<file path="src/rtl/pe_issue_ctrl_pkg.sv">
// rtl/pe_issue_ctrl_pkg.sv - shared PE constants and issue-controller state encoding
package pe_issue_ctrl_pkg;

    localparam int PE_TILE_BIT   = 10;
    localparam int PE_GRP_BIT    = 8;
    localparam int PE_FIFO_DEPTH = 1 << PE_TILE_BIT;
    // Depth of the PE core in_valid shift chain; the result collector keys off the same value.
    localparam int PE_DRAIN_CYC  = 11;

    typedef enum logic [2:0] {
        PE_IDLE  = 3'd0,
        PE_BIAS  = 3'd1,
        PE_RUN   = 3'd2,
        PE_GAP   = 3'd3,
        PE_DRAIN = 3'd4
    } pe_state_e;

endpackage

</file>
<file path="src/rtl/pe_issue_ctrl.sv">
// rtl/pe_issue_ctrl.sv - sequences bias load, tile/group beats and pipeline drain for one PE job
module pe_issue_ctrl
    import pe_issue_ctrl_pkg::*;
#(
    parameter int TILE_BIT  = PE_TILE_BIT,
    parameter int GRP_BIT   = PE_GRP_BIT,
    parameter int DRAIN_CYC = PE_DRAIN_CYC
) (
    input  logic                clk,
    input  logic                rst_n,
    input  logic                cfg_valid,
    output logic                cfg_ready,
    input  logic [TILE_BIT-1:0] cfg_tiles,
    input  logic [GRP_BIT-1:0]  cfg_groups,
    input  logic                cfg_pool,
    input  logic                data_valid,
    output logic                data_ready,
    output logic                in_valid,
    output logic                tofifo,
    output logic                fromfifo,
    output logic                bias_valid,
    output logic                poolop,
    output logic                busy,
    output logic                done
);

    localparam int DW = $clog2(DRAIN_CYC + 1);
    localparam logic [DW-1:0]       DRAIN_LAST = DW'(DRAIN_CYC - 1);
    localparam logic [DW-1:0]       DRAIN_ONE  = DW'(1);
    localparam logic [TILE_BIT-1:0] TILE_ONE   = TILE_BIT'(1);
    localparam logic [GRP_BIT-1:0]  GRP_ONE    = GRP_BIT'(1);

    pe_state_e           state_q,  state_d;
    logic [TILE_BIT-1:0] tile_q,   tile_d;
    logic [TILE_BIT-1:0] tiles_q,  tiles_d;
    logic [GRP_BIT-1:0]  grp_q,    grp_d;
    logic [GRP_BIT-1:0]  groups_q, groups_d;
    logic                pool_q,   pool_d;
    logic [DW-1:0]       drain_q,  drain_d;

    logic cfg_ready_q,  cfg_ready_d;
    logic data_ready_q, data_ready_d;
    logic bias_valid_q, bias_valid_d;
    logic poolop_q,     poolop_d;
    logic busy_q,       busy_d;
    logic done_q,       done_d;

    logic beat;

    assign beat     = data_valid && data_ready_q;
    assign in_valid = beat;
    // Group 0 only writes, the final group only reads; a single-group job touches neither.
    assign tofifo   = beat && (grp_q != groups_q);
    assign fromfifo = beat && (grp_q != '0);

    assign cfg_ready  = cfg_ready_q;
    assign data_ready = data_ready_q;
    assign bias_valid = bias_valid_q;
    assign poolop     = poolop_q;
    assign busy       = busy_q;
    assign done       = done_q;

    always_comb begin
        state_d  = state_q;
        tile_d   = tile_q;
        tiles_d  = tiles_q;
        grp_d    = grp_q;
        groups_d = groups_q;
        pool_d   = pool_q;
        drain_d  = drain_q;

        case (state_q)
            PE_IDLE: begin
                if (cfg_valid && cfg_ready_q) begin
                    tiles_d  = cfg_tiles;
                    groups_d = cfg_groups;
                    pool_d   = cfg_pool;
                    tile_d   = '0;
                    grp_d    = '0;
                    state_d  = PE_BIAS;
                end
            end
            PE_BIAS: state_d = PE_RUN;
            PE_RUN: begin
                if (beat) begin
                    if (tile_q == tiles_q) begin
                        if (grp_q == groups_q) begin
                            drain_d = '0;
                            state_d = PE_DRAIN;
                        end else begin
                            tile_d  = '0;
                            grp_d   = grp_q + GRP_ONE;
                            state_d = PE_GAP;
                        end
                    end else begin
                        tile_d = tile_q + TILE_ONE;
                    end
                end
            end
            // One idle slot keeps a FIFO read in group g+1 behind its write in group g.
            PE_GAP: state_d = PE_RUN;
            PE_DRAIN: begin
                if (drain_q == DRAIN_LAST) begin
                    state_d = PE_IDLE;
                end else begin
                    drain_d = drain_q + DRAIN_ONE;
                end
            end
            default: state_d = PE_IDLE;
        endcase

        cfg_ready_d  = (state_d == PE_IDLE);
        data_ready_d = (state_d == PE_RUN);
        bias_valid_d = (state_d == PE_BIAS);
        busy_d       = (state_d != PE_IDLE);
        poolop_d     = (state_d != PE_IDLE) && pool_d;
        done_d       = (state_d == PE_DRAIN) && (drain_d == DRAIN_LAST);
    end

    always_ff @(posedge clk or negedge rst_n) begin
        if (!rst_n) begin
            state_q      <= PE_IDLE;
            tile_q       <= '0;
            tiles_q      <= '0;
            grp_q        <= '0;
            groups_q     <= '0;
            pool_q       <= 1'b0;
            drain_q      <= '0;
            cfg_ready_q  <= 1'b1;
            data_ready_q <= 1'b0;
            bias_valid_q <= 1'b0;
            poolop_q     <= 1'b0;
            busy_q       <= 1'b0;
            done_q       <= 1'b0;
        end else begin
            state_q      <= state_d;
            tile_q       <= tile_d;
            tiles_q      <= tiles_d;
            grp_q        <= grp_d;
            groups_q     <= groups_d;
            pool_q       <= pool_d;
            drain_q      <= drain_d;
            cfg_ready_q  <= cfg_ready_d;
            data_ready_q <= data_ready_d;
            bias_valid_q <= bias_valid_d;
            poolop_q     <= poolop_d;
            busy_q       <= busy_d;
            done_q       <= done_d;
        end
    end

endmodule

</file>
<file path="config.mk">
export PLATFORM = sky130hd
export DESIGN_NAME = pe_issue_ctrl
export DESIGN_NICKNAME = d
export VERILOG_FILES = /design/src/rtl/pe_issue_ctrl_pkg.sv /design/src/rtl/pe_issue_ctrl.sv
export SDC_FILE = /design/constraint.sdc
export NUM_CORES = 1
export LEC_CHECK = 0
export BUFFER_PORTS_ARGS = -buffer_cell sky130_fd_sc_hd__clkbuf_2
export CAP_MARGIN = 10
export CORE_MARGIN = 3
export CORE_UTILIZATION = 35
export DETAILED_ROUTE_END_ITERATION = 16
export PLACE_DENSITY_LB_ADDON = 0.08
export SYNTH_ARGS = -nofsm -noshare
export SYNTH_HDL_FRONTEND = slang
export SYNTH_SLANG_ARGS = --single-unit
</file>
<file path="constraint.sdc">
create_clock -name clk -period 3.3 [get_ports clk]
set_input_delay 0.495 -clock clk [delete_from_list [all_inputs] [get_ports clk]]
set_output_delay 0.495 -clock clk [all_outputs]
set_load 0.02 [all_outputs]
</file>
Word level (Yosys, flattened, before mapping)
Cells that the tools add are included.
- logic and storage cells: 71
- register bits: 50
- bits of input ports: 23
- output and inout bits: 9
- equality and inequality tests: 17
- add/subtract/negate cells: 3
- mux-type cells: 23
- reductions and logical operators: 15
- operator list (kind ; count):
    10-bit 2-to-1 mux ; 4
    8-bit 2-to-1 mux ; 4
    10-bit one-hot mux with 2 select lines ; 1
    4-bit 2-to-1 mux ; 4
    8-bit one-hot mux with 2 select lines ; 1
    3-bit 2-to-1 mux ; 5
    3-bit one-hot mux with 4 select lines ; 1
    10-bit by 1-bit adder with 10-bit output, second input constant ; 1
    10-bit == test ; 1
    3-bit by 2-bit == test with 1-bit output, second input constant ; 3
    8-bit by 1-bit adder with 8-bit output, second input constant ; 1
    4-bit == test, second input constant ; 2
    8-bit == test ; 1
    2-bit inequality test, second input constant ; 4
    8-bit inequality test ; 1
    4-bit one-hot mux with 2 select lines ; 1
    8-bit nonzero test ; 1
    3-bit by 1-bit == test with 1-bit output, second input constant ; 2
    3-bit == test, second input constant ; 2
    1-bit logical AND ; 6
    3-bit logical NOT ; 2
    5-bit AND reduction ; 1
    4-bit by 1-bit adder with 4-bit output, second input constant ; 1
    4-bit AND reduction ; 1
    other kinds (6) ; 7

Longest topological paths before layout
Gate-level depths: netlist of run 1.
- depth after elaboration: 7
- gate-level depth with buffers: 8

Least setup slack after synthesis of run 1
OpenSTA, ideal clock, no wires.
- path kind: register to register
- start point: register cfg_ready_q (netlist: cfg_ready)
- end point: register tile_q[3]
- setup slack: 1.227 ns
- library setup time: 0.077 ns
- buffers on the path: 2
- clock period less this slack: 2.073 ns
- arrival: 1.996 ns
- stages on the path, launching flop included: 9
- path through: dfstp_2 nand2_1 or4_1 clkbuf_1 nand2_1 o21ai_1 buf_2 or3_1 a21oi_1
- cells in the longest elaborated chain, start to end: 3
- RTL lines (what ; line ; RTL):
    start, declared ; pe_issue_ctrl.sv:41 ; logic cfg_ready_q, cfg_ready_d;
    start signal, assigned ; pe_issue_ctrl.sv:143 ; cfg_ready_q <= cfg_ready_d;
    1-bit logical AND ; pe_issue_ctrl.sv:74 ; if (cfg_valid && cfg_ready_q) begin
    2-bit inequality test (no line) ; n/a ;
    4-bit AND reduction (no line) ; n/a ;
    end signal, assigned ; pe_issue_ctrl.sv:137 ; tile_q <= tile_d;
    end, declared ; pe_issue_ctrl.sv:34 ; logic [TILE_BIT-1:0] tile_q, tile_d;
No other way between the ends.
A chain may end at the register's enable or synchronous reset.

Worst setup path after layout of run 1
- start point: register state_q[2]
- end point: register tile_q[9]
- cells in the longest elaborated chain, start to end: 3
- elaborated cells on any way between the ends: 8
- classes of those cells: eq/ne (4); mux (1); reduce/logical (3)
- RTL lines (what ; line ; RTL):
    start, declared ; pe_issue_ctrl.sv:33 ; pe_state_e state_q, state_d;
    start signal, assigned ; pe_issue_ctrl.sv:136 ; state_q <= state_d;
    3-bit by 2-bit == test with 1-bit output or 3-bit logical NOT (tied branches) ; pe_issue_ctrl.sv:72 ; case (state_q)
    3-bit inequality test (no line) (tied with other cells) ; n/a ;
    4-bit AND reduction (no line) ; n/a ;
Several ways; a longest one is shown, not always the timed one.

==> impl_metrics.json, run 1 <==
{
  "status": "finished, final reports clean",
  "post_dp_cell_area_um2": 2820,
  "place_ws_ns": 0.740,
  "period_minus_slack_ns": 2.54,
  "synth_warnings": 0,
  "route.vias.total": 2015,
  "power.total_mw": 1.99,
  "synth_top_area_cell": "dfrtp_1",
  "final_layout_size_suffix_gt1_share_pct": 16.2,
  "viasPerCell": 4.99,
  "place_inst": 396,
  "drt_pre_antenna_iters": 4,
  "synthFlopType": "dfrtp_1",
  "die_x_um": 91.7,
  "netlist_area_um2": 2570,
  "syn-mean-instance-area_um2": 9.31,
  "hpwlAfterDp_um": 4260,
  "max_freq_mhz": 394,
  "reg2reg_depth": 6,
  "drv_slew": 0,
  "crit_type": "reg2reg",
  "fin_nets": 335,
  "fin_worst_skew_ns": 0.00648,
  "cts_resized": 0,
  "synthesis.nets": 304,
  "clockBufferDepth": 2,
  "netlist.area_leader.share_pct": 47.7,
  "post-synth-top-count-cell": "nand2_1",
  "syn2layout_area_growth_pct": 14.1,
  "num_antenna_cells": 0,
  "relSlewSlack_pct": 42.3,
  "drc": 0,
  "async_flop_share_pct": 100,
  "hp-class": "in2async",
  "port_buffers": 31,
  "htreeDepth": 2,
  "yosys_register_bits": 50,
  "fin_ws_ns": 0.762,
  "rsz0062_at_grt": "no",
  "required_ns": 3.52,
  "initial_core_util_pct": 37.0,
  "synthTopCellsByArea": "dfrtp_1, nand2_1, xor2_1",
  "yosysSeqAreaShare_pct": 48.8,
  "setup_tns_ns": 0,
  "final_cells": 404,
  "tritoncts": "built",
  "drt_iter0_markers": 107,
  "die_area_um2": 8400,
  "globalRouteOverflowTotal": 0,
  "grt_antenna_before_repair": 0,
  "clk_pin_slew_ns": 0.09,
  "worst_setup_path_start_kind": "register",
  "utilization_pct": 42.2,
  "clk_latency_ns": 0.30,
  "core_um2": 6940,
  "postLayoutCellArea_um2": 2930,
  "ys_types": 46,
  "cts.sinks": 50,
  "gp_congestion": 0.788,
  "tightestPinTransition_ns": 0.859,
  "drv_cap": 0,
  "rows": 30,
  "hold_viol": 0,
  "die_h_um": 91.7,
  "syn_inst": 276,
  "cts_hold_buf": 0,
  "drtAntennaViolNets": 0,
  "end_kind": "register",
  "post_cts_buffers": 0,
  "cp.arrival_ns": 2.76,
  "power_leakage_nw": 1.41,
  "root_buffer": "clkbuf_8",
  "wirelength_um": 5790,
  "synth_edf_count": 0,
  "wl_per_cell_um": 14.3,
  "timing.final.crit_share_pct": 76.9,
  "grt_start_max_net_pins": 32,
  "cts_inserted_buffers": 5,
  "whs_ns": 0.274,
  "p_per_area_nw_per_um2": 679,
  "ios": 32,
  "grt_util_all_layers_pct": 15.1,
  "synth_commonest_cells": "nand2_1, dfrtp_1, xor2_1",
  "grt_pass1_vias": 2047,
  "finalSetupViolCount": 0,
  "vdd_drop_max_v": 0.000290,
  "crit_fanout": 15,
  "grt_pass1_wl_um": 10300
}
layout by cell type, fill, tap and decap left out, drive strengths merged:
| master | count |
|---|---|
| nand2 | 80 |
| dfrtp | 49 |
| clkbuf | 38 |
| xor2 | 17 |
| nor2 | 12 |
| a21oi | 11 |
| nand3 | 11 |
| inv | 8 |
| o31ai | 8 |
| or4 | 8 |
| o21ai | 6 |
| nand4 | 6 |
| nor4 | 6 |
| xnor2 | 5 |
| ha | 5 |
| a31oi | 4 |
| mux2i | 4 |
| a211oi | 3 |
| nor3 | 3 |
| buf | 3 |
| and3 | 2 |
| nor4b | 2 |
| nor3b | 1 |
| or3b | 1 |
| and4 | 1 |
| and2 | 1 |
| a21o | 1 |
| o31a | 1 |
| nand3b | 1 |
| o211ai | 1 |
| clkinv | 1 |
| nor2b | 1 |
| nand2b | 1 |
| o32ai | 1 |
| or3 | 1 |
| o211a | 1 |
| o41ai | 1 |
| dfstp | 1 |
| bufinv | 1 |
per-layer routing:
layer  track usage, %  share of wire (%)
met4             3.77                1.1
met3             3.12                3.9
met2             22.5                 43
met5                0                  0
met1             22.5                 52
where the power goes:
part	total [mW]	internal [mW]	leakage, nW	switching, mW
clock	0.427	0.227	0.0524	0.200
combinational	0.616	0.242	0.726	0.373
sequential	0.946	0.784	0.634	0.162
total	1.99	1.25	1.41	0.735
cells by family after synthesis:
logic type      after synthesis  synth area share [%]
compound gates               38                  9.50
buf+inv                      19                  2.97
mux                           4                  1.56
xor+xnor                     22                  7.50
flops                        50                  48.8
fa+ha+maj                     5                  2.44
simple gates                138                  27.3
final timing paths:
check / from / end / slack, ns
worst max-delay path: state_q[2]$_DFF_PN0_ / tile_q[9]$_DFFE_PN0P_ / 0.76
worst min register to register: tiles_q[1]$_DFFE_PN0P_ / tiles_q[1]$_DFFE_PN0P_ / 0.50
min in group clk: cfg_tiles[0] / tiles_q[0]$_DFFE_PN0P_ / 0.38
max in group asynchronous: rst_n / cfg_ready$_DFF_PN1_ / 2.20
worst max register to register: state_q[2]$_DFF_PN0_ / tile_q[9]$_DFFE_PN0P_ / 0.76
worst min-delay path: rst_n / drain_q[2]$_DFF_PN0_ / 0.27
area by class of cell:
| class | count | area, µm² |
|---|---|---|
| Fill cell | 711 | 4010 |
| Sequential cell | 50 | 1250 |
| Multi-Input combinational cell | 207 | 1240 |
| Timing Repair Buffer | 34 | 178 |
| Tap cell | 96 | 120 |
| Clock buffer | 7 | 76.3 |
| Inverter | 9 | 33.8 |
| Clock inverter | 1 | 30.0 |
flip-flops by register name (all words and copies together) (netlist names):
name / count
bias_valid: 1
busy: 1
cfg_ready: 1
data_ready: 1
done: 1
drain_q: 4
groups_q: 8
grp_q: 8
pool_q: 1
poolop: 1
state_q: 3
tile_q: 10
tiles_q: 10
critical path, cell delays in order (launching register included):
cell,delay [ns]
dfrtp_1,0.52
nor3b_2,0.50
nand3_1,0.25
nand2_1,0.14
o21ai_1,0.29
or4_1,0.59
a21oi_1,0.15
No activity file was read; power rests on OpenSTA's default activity.
==> run 2: changes to the inputs <==
clock period = 2.6 ns   (was 3.3 ns; I/O delays follow)
==> impl_metrics.json, run 2 (synthesis gave the netlist of run 1 again) <==
{
  "status": "finished, final reports clean",
  "core_um2": 6940,
  "die_area_um2": 8400,
  "route.vias.total": 2042,
  "internal_power_mw": 1.59,
  "wl_met1_um": 2940,
  "drc": 0,
  "layout_common_cells": "nand2_1, dfrtp_1, clkbuf_2",
  "crit_fanout": 6,
  "initial_core_util_pct": 37.0,
  "die_x_um": 91.7,
  "reg2reg_depth": 6,
  "r2r-start": "grp_q[1]$_DFFE_PN0P_",
  "worst_setup_path_start_kind": "register",
  "port_buffers": 31,
  "end_kind": "output port",
  "die_h_um": 91.7,
  "drt_iter0_markers": 89,
  "finalSetupViolCount": 0,
  "required_ns": 2.21,
  "top_regs": "tile_q: 10 flops, tiles_q: 10 flops",
  "crit_type": "reg2out",
  "drv_cap": 0,
  "hold_viol": 0,
  "final_cells": 409,
  "grt_start_max_net_pins": 30,
  "fillers": 698,
  "wirelength_um": 5890,
  "root_buffer": "clkbuf_8",
  "utilization_pct": 42.8,
  "clk_latency_ns": 0.30,
  "fin_worst_skew_ns": 0.00689,
  "reg2reg_slack_ns": 0.29,
  "grt_pass1_vias": 2071,
  "ios": 32,
  "grt_util_all_layers_pct": 15.0,
  "drt_pre_antenna_iters": 4,
  "topRoutingLayerUsed": "met4",
  "tritoncts": "built",
  "wl_met2_um": 2630,
  "relSlewSlack_pct": 65.0,
  "tightestPinTransition_ns": 0.520,
  "grt_antenna_before_repair": 0,
  "hp-class": "in2async",
  "fin_nets": 340,
  "hpwlAfterDp_um": 4310,
  "p_per_area_nw_per_um2": 853,
  "rsz0062_at_grt": "no",
  "cts.sinks": 50,
  "multi_input_area_um2": 1240,
  "clockBufferDepth": 2,
  "clkPwrFrac_pct": 21.0,
  "rows": 30,
  "max_freq_mhz": 422,
  "p_comb_share_pct": 31.5,
  "htreeDepth": 2,
  "p_seq_share_pct": 47.5,
  "gp_congestion": 0.799,
  "endpoint": "tofifo",
  "drtAntennaViolNets": 0,
  "post_cts_buffers": 0,
  "vdd_drop_max_v": 0.000322,
  "power_leakage_nw": 1.44,
  "cp.arrival_ns": 1.98,
  "wl_per_cell_um": 14.4,
  "timing.final.crit_share_pct": 91.1,
  "final_layout_size_suffix_gt1_share_pct": 18.2,
  "startpoint": "grp_q[1]$_DFFE_PN0P_",
  "power.total_mw": 2.54,
  "num_antenna_cells": 0,
  "grt_pass1_wl_um": 10100,
  "clk_pin_slew_ns": 0.09,
  "final_common_cell": "nand2_1",
  "cts_hold_buf": 0,
  "p_switching_uw": 948,
  "cts_inserted_buffers": 5,
  "r2r_end": "tile_q[6]$_DFFE_PN0P_",
  "syn2layout_area_growth_pct": 15.7,
  "period_minus_slack_ns": 2.37,
  "globalRouteOverflowTotal": 0,
  "viasPerCell": 4.99,
  "place_inst": 401,
  "setup_tns_ns": 0,
  "drv_slew": 0,
  "route.met3.wl_um": 245,
  "cts_resized": 0,
  "p_sw_share_pct": 37.4,
  "regArea_um2": 1250
}
[run 2: how the worst min path moves through the flow]
stage / slack, ns / depth (start not counted) / start / endpoint
after detailed placement: 0.40 / 2 / rst_n / drain_q[2]$_DFF_PN0_
after global placement: 0.40 / 2 / rst_n / drain_q[2]$_DFF_PN0_
after global routing: 0.08 / 2 / rst_n / busy$_DFF_PN0_
after CTS: 0.06 / 2 / rst_n / drain_q[2]$_DFF_PN0_
final: 0.06 / 2 / rst_n / done$_DFF_PN0_
after floorplan: 0.09 / 0 / rst_n / bias_valid$_DFF_PN0_
[run 2: routing by layer]
layer	vias up	track usage [%]
met2	44	22.9
met4	0	4.52
met3	5	2.63
met1	966	21.6
li1	1027	-
met5	-	0
[run 2: layout make-up]
type                    count  share of cell area, %
repair buffers             39                   7.24
flip-flops and latches     50                   42.1
multi-input cells         207                   41.7
well taps                  96                   4.04
clock buffers               8                   3.71
inverters                   9                   1.14
[run 2: stage by stage]
step           hold slack, ns  worst slack (ns)  instance area (µm²)
6_report               0.0607             0.231                 2970
5_1_grt                0.0808            0.0717                 2970
4_1_cts                0.0618             0.249                 2970
3_5_place_dp            0.401             0.339                 2860
3_3_place_gp            0.397             0.370                 2860
2_1_floorplan          0.0944             0.527                 2570
[run 2: power by group through the flow]
stage	clock [mW]	sequential, mW	combinational (mW)
2_1_floorplan	0	1.18	0.586
4_1_cts	0.551	1.21	0.811
3_3_place_gp	0	1.22	0.800
5_1_grt	0.585	1.24	0.911
3_5_place_dp	0	1.22	0.806
6_report	0.532	1.20	0.800
[run 2: critical path: stages, from the launching register on]
cell,delay (ns)
dfrtp_1,0.47
xor2_1,0.19
nor4_1,0.49
and2_1,0.29
nor2_1,0.07
clkbuf_2,0.17
==> run 3: changes to the inputs <==
BUFFER_PORTS_ARGS = -buffer_cell sky130_fd_sc_hd__buf_4   (was -buffer_cell sky130_fd_sc_hd__clkbuf_2)
==> impl_metrics.json, run 3 (synthesis gave the netlist of run 1 again) <==
{
  "status": "finished, final reports clean",
  "grt_start_max_net_pins": 51,
  "setup_tns_ns": 0,
  "whs_ns": 0.0942,
  "final_common_cell": "nand2_1",
  "place_inst": 400,
  "wirelength_um": 6010,
  "cp_cell_sequence": "xor2_1 -> nor4_1 -> and2_1 -> nor2_1 -> buf_4",
  "p_per_area_nw_per_um2": 859,
  "worst-path-buf-inv": 1,
  "worst_setup_path_start_kind": "register",
  "globalRouteOverflowTotal": 0,
  "layout_common_cells": "nand2_1, dfrtp_1, buf_4",
  "port_buffers": 31,
  "grt_antenna_before_repair": 0,
  "gp_congestion": 0.818,
  "wl_per_cell_um": 14.7,
  "root_buffer": "clkbuf_8",
  "power_leakage_nw": 1.45,
  "crit_fanout": 6,
  "post_cts_buffers": 0,
  "max_freq_mhz": 421,
  "postLayoutCellArea_um2": 3040,
  "drt_pre_antenna_iters": 4,
  "grt_pass1_wl_um": 10200,
  "hp-class": "in2async",
  "fin_worst_skew_ns": 0.0101,
  "htreeDepth": 2,
  "die_area_um2": 8400,
  "rows": 30,
  "cts_inserted_buffers": 5,
  "cts_resized": 0,
  "route.vias.total": 2073,
  "hold_viol": 0,
  "top_regs": "tile_q: 10 flops, tiles_q: 10 flops",
  "clk_latency_ns": 0.31,
  "tritoncts": "built",
  "die_x_um": 91.7,
  "die_h_um": 91.7,
  "cts.sinks": 50,
  "end_kind": "output port",
  "period_minus_slack_ns": 2.38,
  "timing.final.crit_share_pct": 91.4,
  "rsz0062_at_grt": "no",
  "fin_nets": 339,
  "cts_hold_buf": 0,
  "core_um2": 6940,
  "viasPerCell": 5.08,
  "cp.arrival_ns": 1.99,
  "grt_util_all_layers_pct": 15.3,
  "drtAntennaViolNets": 0,
  "drv_slew": 0,
  "final_layout_size_suffix_gt1_share_pct": 17.6,
  "drt_iter0_markers": 104,
  "crit_family": "simple AND/OR/NAND/NOR gates",
  "relSlewSlack_pct": 56.4,
  "num_antenna_cells": 0,
  "hpwlAfterDp_um": 4200,
  "syn2layout_area_growth_pct": 18.4,
  "drc": 0,
  "clk_pin_slew_ns": 0.10,
  "required_ns": 2.21,
  "tightestPinTransition_ns": 0.654,
  "initial_core_util_pct": 37.0,
  "final_cells": 408,
  "post_dp_cell_area_um2": 2930,
  "vdd_drop_max_v": 0.000269,
  "ios": 32,
  "crit_path_max_incr_delay_ns": 0.49,
  "finalSetupViolCount": 0,
  "slowest_stage": "nor4_1",
  "fin_ws_ns": 0.225,
  "grt_pass1_vias": 1969,
  "crit_type": "reg2out",
  "place_ws_ns": 0.377,
  "drv_cap": 0,
  "clockBufferDepth": 2
}
==> run 3: cell count changes in the layout (fill, tap and decap cells not counted) <==
cell,change
clkbuf_1,+1
buf_4,+30
clkinvlp_4,+1
bufinv_16,+1
clkbuf_2,-31
clkbuf_8,-3
==> run 3: layout make-up <==
class                      count  area [µm²]
fill                         711        3900
sequential                    50        1250
multi-input combinational    207        1240
timing repair buffer          38         285
tap                           96         120
clock buffer                   6        72.6
clock inverter                 2        37.5
inverter                       9        33.8
==> run 3: stage by stage <==
| step | utilization (%) | total power [mW] |
|---|---|---|
| floorplan | - | 1.77 |
| global placement | 42.2 | 2.06 |
| detailed placement | 42.2 | 2.07 |
| CTS | 43.8 | 2.64 |
| global route | 43.8 | 2.82 |
| finish | 43.8 | 2.61 |
==> run 3: worst paths after layout <==
| check | start | to | slack (ns) | depth (start not counted) |
|---|---|---|---|---|
| setup / recovery | grp_q[1]$_DFFE_PN0P_ | tofifo | 0.22 | 5 |
| hold / removal | rst_n | drain_q[2]$_DFF_PN0_ | 0.09 | 1 |
| setup reg to reg | grp_q[1]$_DFFE_PN0P_ | tile_q[6]$_DFFE_PN0P_ | 0.32 | 6 |
| hold reg to reg | pool_q$_DFF_PN0_ | pool_q$_DFF_PN0_ | 0.48 | 2 |
| max in group asynchronous | rst_n | grp_q[2]$_DFFE_PN0P_ | 2.06 | 1 |
| min in group clk | cfg_tiles[0] | tiles_q[0]$_DFFE_PN0P_ | 0.26 | 3 |
==> run 3: layer usage <==
metal,global-route usage [%],wire (µm),up-vias
met5,0,0,-
met4,4.77,88,0
met2,22.0,2680,45
li1,-,-,1025
met1,23.1,2960,993
met3,3.04,286,10
==> run 3: worst reg2reg max path, cell delays in order, from the launching register on <==
cell and delay (ns):
dfrtp_1 0.45, xor2_1 0.18, nor4_1 0.49, nand2_1 0.23, nand3_4 0.16, nand2_1 0.30
o32ai_1 0.36
==> run 3: where the power goes <==
part / total, mW / internal, mW / switching [mW]
Combinational: 0.848 / 0.358 / 0.490
Sequential: 1.20 / 0.995 / 0.203
Clock: 0.567 / 0.288 / 0.280
